==> config.mk <==
export PLATFORM = sky130hd
export DESIGN_NAME = pkt_dequeue_reader_flat
export DESIGN_NICKNAME = d
export VERILOG_FILES = /design/src/rtl/pifo_sched_pkg.sv /design/src/rtl/pkt_dequeue_reader_if.sv /design/src/rtl/axis_skid_fifo2.sv /design/src/rtl/pkt_dequeue_reader.sv /design/src/flat_wrapper.sv
export SDC_FILE = /design/constraint.sdc
export NUM_CORES = 2
export LEC_CHECK = 0
export CAP_MARGIN = 10
export CELL_PAD_IN_SITES_DETAIL_PLACEMENT = 1
export CELL_PAD_IN_SITES_GLOBAL_PLACEMENT = 1
export CORE_ASPECT_RATIO = 0.9
export CORE_MARGIN = 10
export CORE_UTILIZATION = 35
export CTS_CLUSTER_DIAMETER = 60
export DETAILED_ROUTE_END_ITERATION = 12
export PLACE_DENSITY = 0.84
export SLEW_MARGIN = 15
export SYNTH_ARGS = -nofsm -noshare
export SYNTH_HDL_FRONTEND = slang
export SYNTH_HIERARCHICAL = 1
export SYNTH_SLANG_ARGS = --single-unit
==> constraint.sdc <==
create_clock -name clk -period 3.1 [get_ports clk]
set_input_delay 0.31 -clock clk [delete_from_list [all_inputs] [get_ports clk]]
set_output_delay 0.31 -clock clk [all_outputs]
set_load 0.005 [all_outputs]
==> src/rtl/pifo_sched_pkg.sv <==
// Shared widths, state encoding and packet limit for the PIFO scheduler read path.
package pifo_sched_pkg;

    localparam int ADDR_W            = 12;
    localparam int DATA_W            = 256;
    localparam int KEEP_W            = DATA_W / 8;
    localparam int TUSER_W           = 128;
    localparam int PIFO_W            = 32;
    localparam int MAX_PKT_WORDS_DEF = 64;

    typedef enum logic [1:0] {
        ST_IDLE   = 2'd0,
        ST_LOAD   = 2'd1,
        ST_STREAM = 2'd2
    } rd_state_e;

endpackage

==> src/rtl/pkt_dequeue_reader_if.sv <==
// Descriptor, packet-buffer read port and AXI4-Stream output of the dequeue reader.
interface pkt_dequeue_reader_if #(
    parameter int ADDR_WIDTH  = pifo_sched_pkg::ADDR_W,
    parameter int DATA_WIDTH  = pifo_sched_pkg::DATA_W,
    parameter int TUSER_WIDTH = pifo_sched_pkg::TUSER_W,
    parameter int PIFO_WIDTH  = pifo_sched_pkg::PIFO_W
) ();

    logic                      s_desc_valid;
    logic                      s_desc_ready;
    logic [ADDR_WIDTH-1:0]     s_desc_addr;

    logic                      m_buf_rd_first_word_en;
    logic [ADDR_WIDTH-1:0]     m_buf_rd_pkt_sop_addr;
    logic                      m_buf_rd_en;

    logic [DATA_WIDTH-1:0]     s_buf_tdata;
    logic [DATA_WIDTH/8-1:0]   s_buf_tkeep;
    logic                      s_buf_tlast;
    logic [TUSER_WIDTH-1:0]    s_buf_tuser;
    logic [PIFO_WIDTH-1:0]     s_buf_tpifo;

    logic [DATA_WIDTH-1:0]     m_axis_tdata;
    logic [DATA_WIDTH/8-1:0]   m_axis_tkeep;
    logic                      m_axis_tlast;
    logic [TUSER_WIDTH-1:0]    m_axis_tuser;
    logic [PIFO_WIDTH-1:0]     m_axis_tpifo;
    logic                      m_axis_tvalid;
    logic                      m_axis_tready;

    modport master (
        input  s_desc_valid, s_desc_addr,
        output s_desc_ready,
        output m_buf_rd_first_word_en, m_buf_rd_pkt_sop_addr, m_buf_rd_en,
        input  s_buf_tdata, s_buf_tkeep, s_buf_tlast, s_buf_tuser, s_buf_tpifo,
        output m_axis_tdata, m_axis_tkeep, m_axis_tlast, m_axis_tuser, m_axis_tpifo,
        output m_axis_tvalid,
        input  m_axis_tready
    );

    modport slave (
        output s_desc_valid, s_desc_addr,
        input  s_desc_ready,
        input  m_buf_rd_first_word_en, m_buf_rd_pkt_sop_addr, m_buf_rd_en,
        output s_buf_tdata, s_buf_tkeep, s_buf_tlast, s_buf_tuser, s_buf_tpifo,
        input  m_axis_tdata, m_axis_tkeep, m_axis_tlast, m_axis_tuser, m_axis_tpifo,
        input  m_axis_tvalid,
        output m_axis_tready
    );

endinterface

==> src/rtl/axis_skid_fifo2.sv <==
// Two-entry FIFO with a registered head; push and pop may coincide even when full.
module axis_skid_fifo2 #(
    parameter int WIDTH = 8
) (
    input  logic             clk,
    input  logic             rst,
    input  logic             s_valid,
    output logic             s_ready,
    input  logic [WIDTH-1:0] s_data,
    output logic             m_valid,
    input  logic             m_ready,
    output logic [WIDTH-1:0] m_data,
    output logic [1:0]       count
);

    logic [WIDTH-1:0] head_r;
    logic [WIDTH-1:0] tail_r;
    logic [1:0]       count_r;
    logic             push_s;
    logic             pop_s;

    assign m_valid = (count_r != 2'd0);
    assign s_ready = (count_r != 2'd2) || m_ready;
    assign push_s  = s_valid && s_ready;
    assign pop_s   = m_valid && m_ready;
    assign m_data  = head_r;
    assign count   = count_r;

    // Head/tail storage; the head always presents the oldest entry.
    always_ff @(posedge clk) begin
        if (rst) begin
            head_r  <= {WIDTH{1'b0}};
            tail_r  <= {WIDTH{1'b0}};
            count_r <= 2'd0;
        end else begin
            case (count_r)
                2'd0: begin
                    if (push_s) begin
                        head_r  <= s_data;
                        count_r <= 2'd1;
                    end
                end
                2'd1: begin
                    if (push_s && pop_s) begin
                        head_r <= s_data;
                    end else if (push_s) begin
                        tail_r  <= s_data;
                        count_r <= 2'd2;
                    end else if (pop_s) begin
                        count_r <= 2'd0;
                    end
                end
                2'd2: begin
                    if (pop_s) begin
                        head_r <= tail_r;
                        if (push_s) begin
                            tail_r <= s_data;
                        end else begin
                            count_r <= 2'd1;
                        end
                    end
                end
                default: begin
                    count_r <= 2'd0;
                end
            endcase
        end
    end

endmodule

==> src/rtl/pkt_dequeue_reader.sv <==
// Read-side controller of the PIFO packet buffer: turns one SOP descriptor into
// buffer read commands and an AXI4-Stream packet with full backpressure.
module pkt_dequeue_reader
    import pifo_sched_pkg::*;
#(
    parameter int ADDR_WIDTH           = ADDR_W,
    parameter int C_M_AXIS_DATA_WIDTH  = DATA_W,
    parameter int C_M_AXIS_TUSER_WIDTH = TUSER_W,
    parameter int C_M_AXIS_PIFO_WIDTH  = PIFO_W,
    parameter int MAX_PKT_WORDS        = MAX_PKT_WORDS_DEF
) (
    input  logic                 clk,
    input  logic                 rst,
    pkt_dequeue_reader_if.master bus,
    output logic [31:0]          stat_pkt_count,
    output logic [31:0]          stat_word_count,
    output logic                 err_overlength
);

    localparam int KEEP_WIDTH = C_M_AXIS_DATA_WIDTH / 8;
    localparam int PAYLOAD_W  = 1 + KEEP_WIDTH + C_M_AXIS_DATA_WIDTH
                                + C_M_AXIS_TUSER_WIDTH + C_M_AXIS_PIFO_WIDTH;
    localparam int CNT_W      = $clog2(MAX_PKT_WORDS) + 1;
    localparam logic [CNT_W-1:0] LAST_IDX = CNT_W'(MAX_PKT_WORDS - 1);

    rd_state_e             state_r;
    rd_state_e             state_next_s;
    logic [ADDR_WIDTH-1:0] sop_addr_r;
    logic [CNT_W-1:0]      word_cnt_r;
    logic [31:0]           pkt_cnt_r;
    logic [31:0]           word_total_r;
    logic                  err_r;

    logic                  fifo_s_ready_s;
    logic                  fifo_m_valid_s;
    logic [1:0]            fifo_count_s;
    logic                  unused_fifo_count_s;
    logic [PAYLOAD_W-1:0]  fifo_in_s;
    logic [PAYLOAD_W-1:0]  fifo_out_s;
    logic                  push_s;
    logic                  forced_last_s;
    logic                  eop_s;

    // The buffer output is only trusted in STREAM; a push doubles as the advance command.
    assign push_s        = (state_r == ST_STREAM) && fifo_s_ready_s && !rst;
    assign forced_last_s = (word_cnt_r == LAST_IDX);
    assign eop_s         = bus.s_buf_tlast || forced_last_s;

    assign bus.s_desc_ready           = (state_r == ST_IDLE) && !rst;
    assign bus.m_buf_rd_first_word_en = (state_r == ST_LOAD) && !rst;
    assign bus.m_buf_rd_pkt_sop_addr  = sop_addr_r;
    assign bus.m_buf_rd_en            = push_s;

    assign fifo_in_s = {eop_s, bus.s_buf_tkeep, bus.s_buf_tdata,
                        bus.s_buf_tuser, bus.s_buf_tpifo};
    assign {bus.m_axis_tlast, bus.m_axis_tkeep, bus.m_axis_tdata,
            bus.m_axis_tuser, bus.m_axis_tpifo} = fifo_out_s;
    assign bus.m_axis_tvalid = fifo_m_valid_s;
    assign unused_fifo_count_s = ^fifo_count_s;

    assign stat_pkt_count  = pkt_cnt_r;
    assign stat_word_count = word_total_r;
    assign err_overlength  = err_r;

    axis_skid_fifo2 #(
        .WIDTH (PAYLOAD_W)
    ) u_skid (
        .clk     (clk),
        .rst     (rst),
        .s_valid (push_s),
        .s_ready (fifo_s_ready_s),
        .s_data  (fifo_in_s),
        .m_valid (fifo_m_valid_s),
        .m_ready (bus.m_axis_tready),
        .m_data  (fifo_out_s),
        .count   (fifo_count_s)
    );

    // Next-state decode for the descriptor/load/stream sequence.
    always_comb begin
        state_next_s = state_r;
        case (state_r)
            ST_IDLE: begin
                if (bus.s_desc_valid) begin
                    state_next_s = ST_LOAD;
                end else begin
                    state_next_s = ST_IDLE;
                end
            end
            ST_LOAD: begin
                state_next_s = ST_STREAM;
            end
            ST_STREAM: begin
                if (push_s && eop_s) begin
                    state_next_s = ST_IDLE;
                end else begin
                    state_next_s = ST_STREAM;
                end
            end
            default: begin
                state_next_s = ST_IDLE;
            end
        endcase
    end

    // State, latched SOP address, per-packet word counter, statistics and sticky error.
    always_ff @(posedge clk) begin
        if (rst) begin
            state_r      <= ST_IDLE;
            sop_addr_r   <= {ADDR_WIDTH{1'b0}};
            word_cnt_r   <= {CNT_W{1'b0}};
            pkt_cnt_r    <= 32'd0;
            word_total_r <= 32'd0;
            err_r        <= 1'b0;
        end else begin
            state_r <= state_next_s;
            if ((state_r == ST_IDLE) && bus.s_desc_valid) begin
                sop_addr_r <= bus.s_desc_addr;
            end
            if (state_r == ST_LOAD) begin
                word_cnt_r <= {CNT_W{1'b0}};
            end else if (push_s) begin
                word_cnt_r <= word_cnt_r + CNT_W'(1);
            end
            if (push_s) begin
                word_total_r <= word_total_r + 32'd1;
            end
            if (push_s && eop_s) begin
                pkt_cnt_r <= pkt_cnt_r + 32'd1;
            end
            // Only a packet that really ran past the limit is an error.
            if (push_s && forced_last_s && !bus.s_buf_tlast) begin
                err_r <= 1'b1;
            end
        end
    end

endmodule

==> src/flat_wrapper.sv <==
// flat-port wrapper written by rule: the top's interface ports become plain ports
module pkt_dequeue_reader_flat import pifo_sched_pkg::*;
#(
    parameter int ADDR_WIDTH           = ADDR_W,
    parameter int C_M_AXIS_DATA_WIDTH  = DATA_W,
    parameter int C_M_AXIS_TUSER_WIDTH = TUSER_W,
    parameter int C_M_AXIS_PIFO_WIDTH  = PIFO_W,
    parameter int MAX_PKT_WORDS        = MAX_PKT_WORDS_DEF
)
  (clk, rst, stat_pkt_count, stat_word_count, err_overlength, bus_s_desc_valid, bus_s_desc_addr, bus_s_desc_ready, bus_m_buf_rd_first_word_en, bus_m_buf_rd_pkt_sop_addr, bus_m_buf_rd_en, bus_s_buf_tdata, bus_s_buf_tkeep, bus_s_buf_tlast, bus_s_buf_tuser, bus_s_buf_tpifo, bus_m_axis_tdata, bus_m_axis_tkeep, bus_m_axis_tlast, bus_m_axis_tuser, bus_m_axis_tpifo, bus_m_axis_tvalid, bus_m_axis_tready);
  pkt_dequeue_reader_if #(.ADDR_WIDTH(ADDR_WIDTH)) bus_i ();
  input  logic clk;
  input  logic rst;
  output logic [31:0] stat_pkt_count;
  output logic [31:0] stat_word_count;
  output logic err_overlength;
  input wire logic [$bits(bus_i.s_desc_valid)-1:0] bus_s_desc_valid;
  input wire logic [$bits(bus_i.s_desc_addr)-1:0] bus_s_desc_addr;
  output wire logic [$bits(bus_i.s_desc_ready)-1:0] bus_s_desc_ready;
  output wire logic [$bits(bus_i.m_buf_rd_first_word_en)-1:0] bus_m_buf_rd_first_word_en;
  output wire logic [$bits(bus_i.m_buf_rd_pkt_sop_addr)-1:0] bus_m_buf_rd_pkt_sop_addr;
  output wire logic [$bits(bus_i.m_buf_rd_en)-1:0] bus_m_buf_rd_en;
  input wire logic [$bits(bus_i.s_buf_tdata)-1:0] bus_s_buf_tdata;
  input wire logic [$bits(bus_i.s_buf_tkeep)-1:0] bus_s_buf_tkeep;
  input wire logic [$bits(bus_i.s_buf_tlast)-1:0] bus_s_buf_tlast;
  input wire logic [$bits(bus_i.s_buf_tuser)-1:0] bus_s_buf_tuser;
  input wire logic [$bits(bus_i.s_buf_tpifo)-1:0] bus_s_buf_tpifo;
  output wire logic [$bits(bus_i.m_axis_tdata)-1:0] bus_m_axis_tdata;
  output wire logic [$bits(bus_i.m_axis_tkeep)-1:0] bus_m_axis_tkeep;
  output wire logic [$bits(bus_i.m_axis_tlast)-1:0] bus_m_axis_tlast;
  output wire logic [$bits(bus_i.m_axis_tuser)-1:0] bus_m_axis_tuser;
  output wire logic [$bits(bus_i.m_axis_tpifo)-1:0] bus_m_axis_tpifo;
  output wire logic [$bits(bus_i.m_axis_tvalid)-1:0] bus_m_axis_tvalid;
  input wire logic [$bits(bus_i.m_axis_tready)-1:0] bus_m_axis_tready;
  assign bus_i.s_desc_valid = bus_s_desc_valid;
  assign bus_i.s_desc_addr = bus_s_desc_addr;
  assign bus_s_desc_ready = bus_i.s_desc_ready;
  assign bus_m_buf_rd_first_word_en = bus_i.m_buf_rd_first_word_en;
  assign bus_m_buf_rd_pkt_sop_addr = bus_i.m_buf_rd_pkt_sop_addr;
  assign bus_m_buf_rd_en = bus_i.m_buf_rd_en;
  assign bus_i.s_buf_tdata = bus_s_buf_tdata;
  assign bus_i.s_buf_tkeep = bus_s_buf_tkeep;
  assign bus_i.s_buf_tlast = bus_s_buf_tlast;
  assign bus_i.s_buf_tuser = bus_s_buf_tuser;
  assign bus_i.s_buf_tpifo = bus_s_buf_tpifo;
  assign bus_m_axis_tdata = bus_i.m_axis_tdata;
  assign bus_m_axis_tkeep = bus_i.m_axis_tkeep;
  assign bus_m_axis_tlast = bus_i.m_axis_tlast;
  assign bus_m_axis_tuser = bus_i.m_axis_tuser;
  assign bus_m_axis_tpifo = bus_i.m_axis_tpifo;
  assign bus_m_axis_tvalid = bus_i.m_axis_tvalid;
  assign bus_i.m_axis_tready = bus_m_axis_tready;
  pkt_dequeue_reader #(.ADDR_WIDTH(ADDR_WIDTH), .C_M_AXIS_DATA_WIDTH(C_M_AXIS_DATA_WIDTH), .C_M_AXIS_TUSER_WIDTH(C_M_AXIS_TUSER_WIDTH), .C_M_AXIS_PIFO_WIDTH(C_M_AXIS_PIFO_WIDTH), .MAX_PKT_WORDS(MAX_PKT_WORDS)) u_core (.clk(clk), .rst(rst), .bus(bus_i), .stat_pkt_count(stat_pkt_count), .stat_word_count(stat_word_count), .err_overlength(err_overlength));
endmodule
=== Yosys cells after proc, flatten, opt, wreduce, memory -nomap -nowiden ===
Index checks and enable logic that the tools add are counted.

* Memories kept: 0
* Bits in registers: 986
* Word-level logic and storage cells: 66
* Latch bits: 0
* Memory bits (read-only): 0
* Bits in writable memories: 0
* Output and inout port bits: 530

* Reductions and logical operators: 24
* Order comparisons: 0
* Bitwise gates (word level): 0
* $mul: 0
* Shift-type cells: 0
* Add/sub/neg operators: 3
* Divide/modulo/power cells: 0
* Mux-type cells: 18
* Equal/unequal tests: 12

{| class="wikitable"
|+ Operators by type and width
! cell !! number
|-
| two-way mux 449 bit || 6
|-
| case mux 449 bit (3 select lines) || 1
|-
| case mux 449 bit (2 select lines) || 1
|-
| adder 32 x 1 -> 32 bit (second input constant) || 2
|-
| two-way mux 2 bit || 7
|-
| != test 2 bit (second input constant) || 6
|-
| case mux 2 bit (3 select lines) || 2
|-
| logical AND 1 bit || 11
|-
| adder 7 x 1 -> 7 bit (second input constant) || 1
|-
| equality test 7 x 6 -> 1 bit (second input constant) || 1
|-
| AND reduction 5 bit || 1
|-
| equality test 2 x 1 -> 1 bit (second input constant) || 2
|-
| equality test 2 bit (second input constant) || 2
|-
| logical NOT 2 bit || 2
|-
| AND reduction 4 bit || 1
|-
| nonzero test 2 bit || 2
|-
| != test 3 bit (second input constant) || 1
|-
| AND reduction 3 bit || 1
|-
| nonzero test 3 bit || 1
|-
| logical NOT 1 bit || 2
|-
| logical OR 1 bit || 2
|-
| OR reduction 2 bit || 1
|-
| two-way mux 1 bit || 1
|}

=== Logic depth before layout (Yosys ltp) ===
* Word-level depth: 8
* Mapped depth: 16

=== Cells and area by module ===
Netlist, hierarchy kept.

{| class="wikitable"
|+ Modules (own cells, without submodules)
! module !! area each (µm²) !! instances !! cells each !! seq. area each (µm²)
|-
| axis_skid_fifo2 || 41,335.9 || 1 || 4,563 || 18,017.3
|-
| pkt_dequeue_reader || 3,896.2 || 1 || 473 || 1,721.7
|}

=== Worst setup path after synthesis ===
Ideal clock, no wire load.

* Kind: register -> register
* Start: reg u_core.u_skid.count_r[1] (netlist: u_core/u_skid/count[1])
* End: reg u_core.u_skid.head_r[193] (netlist: u_core/u_skid/m_data[193])
* Library setup time: 91 ps
* Data arrival time: 2,926 ps
* Cell stages (with the launch flop): 17
* Clock period less this slack: 3,017 ps
* Slack: 83 ps
* Path through: dfxtp_1 -> nor2b_1 -> buf_2 -> buf_2 -> buf_1 -> nand2_1 -> and3b_1 -> buf_2 -> nand2_1 -> inv_2 -> buf_2 -> nor2b_1 -> buf_2 -> buf_2 -> clkbuf_1 -> a211oi_1 -> a311oi_1

* Word-level cells in the longest chain between the ends: 8
* Elaborated cells between the ends (all ways): 17

{| class="wikitable"
|+ RTL lines
! what !! line !! RTL
|-
| from (decl) || axis_skid_fifo2.sv:18 || <nowiki>logic [1:0] count_r;</nowiki>
|-
| from (signal assigned) || axis_skid_fifo2.sv:34 || <nowiki>count_r <= 2'd0;</nowiki>
|-
| from (signal assigned) || axis_skid_fifo2.sv:40 || <nowiki>count_r <= 2'd1;</nowiki>
|-
| from (signal assigned) || axis_skid_fifo2.sv:48 || <nowiki>count_r <= 2'd2;</nowiki>
|-
| != test 2 bit * || axis_skid_fifo2.sv:23 || <nowiki>assign s_ready = (count_r != 2'd2) || m_ready;</nowiki>
|-
| logical OR 1 bit * || axis_skid_fifo2.sv:23 ||
|-
| via u_core.fifo_s_ready_s || pkt_dequeue_reader.sv:34 || <nowiki>logic fifo_s_ready_s;</nowiki>
|-
| logical AND 1 bit * (2 in series) || pkt_dequeue_reader.sv:45 || <nowiki>assign push_s = (state_r == ST_STREAM) && fifo_s_ready_s && !rst;</nowiki>
|-
| via bus_m_buf_rd_en || flat_wrapper.sv:22 || <nowiki>output wire logic [$bits(bus_i.m_buf_rd_en)-1:0] bus_m_buf_rd_en;</nowiki>
|-
| logical AND 1 bit * || axis_skid_fifo2.sv:24 || <nowiki>assign push_s = s_valid && s_ready;</nowiki>
|-
| logical AND 1 bit || axis_skid_fifo2.sv:44 || <nowiki>if (push_s && pop_s) begin</nowiki>
|-
| != test 2 bit (no source line) || n/a ||
|-
| AND reduction 4 bit (no source line) * || n/a ||
|-
| to (signal assigned) || axis_skid_fifo2.sv:32 || <nowiki>head_r <= {WIDTH{1'b0}};</nowiki>
|-
| to (signal assigned) || axis_skid_fifo2.sv:45 || <nowiki>head_r <= s_data;</nowiki>
|-
| to (signal assigned) || axis_skid_fifo2.sv:55 || <nowiki>head_r <= tail_r;</nowiki>
|-
| to (decl) || axis_skid_fifo2.sv:16 || <nowiki>logic [WIDTH-1:0] head_r;</nowiki>
|}

Mark *: on every way through the listed nets, which the timed path passes. The rest lies on a longest branch.
A chain may end at the register's enable or synchronous reset.

=== Final worst setup path ===
* Start: reg u_core.u_skid.count_r[1] (netlist: u_core/u_skid/count[1])
* End: out bus_m_buf_rd_en

* Word-level cells in the longest chain between the ends: 4

{| class="wikitable"
|+ RTL lines
! what !! line
|-
| != test 2 bit || axis_skid_fifo2.sv:23
|-
| logical OR 1 bit || axis_skid_fifo2.sv:23
|-
| via u_core.fifo_s_ready_s || pkt_dequeue_reader.sv:34
|-
| logical AND 1 bit (2 in series) || pkt_dequeue_reader.sv:45
|-
| to (decl) || flat_wrapper.sv:22
|}

The timed path passes the listed nets, and every way through them passes these cells.

==> impl_metrics.yaml <==
power:
  peakVddDrop_mv: 0.4228
  p_int_w: 0.02254
  sequentialPowerShare_pct: 44.3
  combPwrFrac_pct: 10.5
  netSwitchingFraction_pct: 24.48
  leakage_nw: 19.99
  p_sw_w: 0.007306
  p_clk_share_pct: 45.2
  power_density_nw_per_um2: 493.4
clocking:
  cts_max_level: 3
  clock_latency_ns: 0.73
  cts.sinks: 986
  cts_buffers: 107
  clockRootBuffer: "clkbuf_16"
  cts_tree: "yes"
  cts_buffer_depth: 3
  post-cts-setup-buffer-count: 0
  path_clk_slew_ns: 0.06
global_route:
  grt_overflow_total: 0
  grt_pass1_vias: 44600
  grt_usage_pct: 24.11
  grt_pass1_wl_microns: 278000
  grt_max_degree: 263
  antenna_found_initial: 40
setup_path:
  end_kind: "output port"
  critPathBufInv: 3
  critPathArrivalTime_ns: 2.57
  cp_data_required_time_ns: 2.79
  reg2reg_slack_ns: 0.46
  slowest_delay_ns: 0.50
  critPathMaxFanout: 10
  crit_type: "register to output port"
  crit_start: "u_core/u_skid/count[1]"
  rr_worst_depth: 5
  crit_cells: 7
  crit_path_cell_trace: "nor2b_4 -> nand2_1 -> and3b_1 -> nand2_1 -> inv_2 -> buf_4 -> clkdlybuf4s50_1"
  start_kind: "register"
  cp_slowest_cell: "clkdlybuf4s50_1"
  path_common_cell: "nand2_1"
  crit_family: "buffers and inverters"
  reg2reg_from: "u_core/u_skid/count[1]"
route:
  antenna_left: 0
  via_per_inst: 5.553
  drt_iter0_markers: 2922
  drc: 0
  wl_per_cell_microns: 24.37
  num_vias: 42120
  first_pass_iters: 6
  wl_microns: 184900
layout:
  nets: 6220
  fin_area_sq_um: 60480
  area_growth_pct: 33.71
  utilization_pct: 46.99
  mostFrequentLayoutCells: "clkdlybuf4s50_1 (993), dfxtp_1 (984), nand2_1 (961)"
  drive_above_1_share_pct: 5.566
  layout_commonest_cell: "clkdlybuf4s50_1"
sta:
  tightest_slew_ns: 1.006
  fin_crit_ns: 2.884
  fmax_ghz: 0.3468
  setup_violations: 0
  finalHoldViolations: 0
  max_slew_margin_pct: 32.90
  rsz0062_at_grt: "no"
  layout_worst_path_cycle_share_pct: 93.02
  setup_tns_ns: 0
  fin_skew_ns: 0.02645
  slew_violations: 0
synth:
  yosys_warnings: 6
  syn_nets: 5504
  synth_edf_count: 0
  synth_area_per_cell_sq_um: 8.982
  synth-main-ff-cell: "dfxtp_1"
  ys_types: 47
  yosysSeqAreaShare_pct: 43.64
  syn-cell-area_sq_um: 45230
  synthArstFlopShare_pct: 0
  synth-seq-cells: 986
  syn-instance-count: 5036
placement:
  numPortBuffers: 994
  place_hpwl_microns: 125600
  placed_cell_area_sq_um: 56680
  gp_congestion: 0.8547
floorplan:
  coreArea_sq_um: 128700
  num_io_pins: 995
  chipWidth_microns: 398.9
  initial_utilization_pct: 35.14
  die_area_sq_um: 144000
  die_y_microns: 361.0
  num_rows: 125
outcome:
  status: "complete, no violations"
worst_hold_path:
  min-delay-path-class: "input pin to register"
  hold_start: "bus_s_desc_addr[1]"
  hold_depth: 3
flow_run:
  cap_violations: 0
[per-stage QoR]
step,instances,hold slack (ns),power [W],setup WS [ns]
finish,7585,0.1459,0.02984,0.2163
floorplan,5036,0.4317,0.01472,0.08283
global placement,7356,0.4409,0.01650,0.2599
detailed placement,7356,0.4489,0.01658,0.1573
CTS,7553,0.08519,0.03004,0.005628
global route,7583,0.1253,0.03083,0.06426
[metal layers]
layer | wire [microns] | global-route usage [%] | vias to the layer above
li1 | - | - | 19250
met1 | 72160 | 27.77 | 21090
met4 | 9990 | 12.87 | 16
met2 | 89600 | 40.42 | 1312
met5 | 94 | 0 | -
met3 | 13010 | 6.609 | 445
[flip-flops by register name, indices dropped and copies added, names as in the netlist]
signal / count
u_core/u_skid/m_data: 449
u_core/stat_word_count: 32
u_core/state_r: 2
u_core/u_skid/count: 2
u_core/err_overlength: 1
u_core/u_skid/tail_r: 449
u_core/stat_pkt_count: 32
u_core/bus.m_buf_rd_pkt_sop_addr: 12
u_core/word_cnt_r: 7
[worst register-to-register path, cell delays in order (launching register included)]
cell      delay (ns)
dfxtp_2         0.44
nor2b_4         0.21
buf_12          0.33
buf_12          0.72
nand2_1         0.39
a311oi_1        0.42
[power groups by stage]
stage	combinational, W	sequential, W	clock, W
finish	0.00315	0.0132	0.0135
global route	0.00337	0.0132	0.0142
CTS	0.00314	0.0132	0.0137
detailed placement	0.00310	0.0135	0
global placement	0.00302	0.0135	0
floorplan	0.00130	0.0134	0
[synthesized netlist by cell type, types with 4 or more instances]
library cell	n	share of area (%)
dfxtp_1	986	44
nand2_1	961	8.0
nand2b_1	903	12
mux2i_1	451	10
a211oi_1	449	7.5
a311oi_1	449	8.7
clkbuf_1	346	2.9
buf_2	108	1.2
nor2_1	74	0.61
buf_6	52	1.3
xnor2_1	33	0.64
nand4_1	32	0.44
a21oi_1	27	0.30
xor2_1	23	0.45
nand3_1	21	0.23
nor3_1	15	0.17
nor4_1	14	0.19
buf_1	11	0.091
and2_1	9	0.12
and3_1	7	0.097
or3_1	7	0.097
o21ai_0	6	0.066
and4_1	5	0.097
inv_1	4	0.033
nor2b_1	4	0.055
or4_1	4	0.066
[area by class of cell]
type,instances,area (sq um)
Fill cell,14530,68240
Multi-Input combinational cell,3525,23040
Sequential cell,986,19740
Timing Repair Buffer,1127,11740
Clock buffer,161,3222
Tap cell,1714,2145
Clock inverter,35,486.7
Antenna cell,32,80.08
Inverter,5,18.77
[worst paths after layout]
check / to
worst min-delay path: u_core/bus.m_buf_rd_pkt_sop_addr[1]
worst max register to register: u_core/u_skid/m_data[282]
worst max-delay path: bus_m_buf_rd_en
worst min register to register: u_core/bus.m_buf_rd_pkt_sop_addr[1]
[cells by family (layout without fill, tap and decap cells)]
logic type | count (synthesis) | in the layout | synth area share [%]
AND/OR/NAND/NOR | 2073 | 2073 | 22.96
flip-flops | 986 | 986 | 43.64
AO/OA/AOI/OAI | 941 | 941 | 16.69
buffers and inverters | 525 | 1328 | 5.538
multiplexers | 452 | 452 | 10.01
XOR/XNOR | 56 | 56 | 1.084
adder cells (fa/ha/maj) | 3 | 3 | 0.08299
other | 0 | 32 | 0
[repair_timing]
item | in CTS | in global routing
endpoints found under the setup margin | 0 | 1
hold buffers | 1 | 0
resized for setup | 0 | 2
endpoints found under the hold margin | 27 | 0
Note: power is estimated with default switching activity, not from simulation.
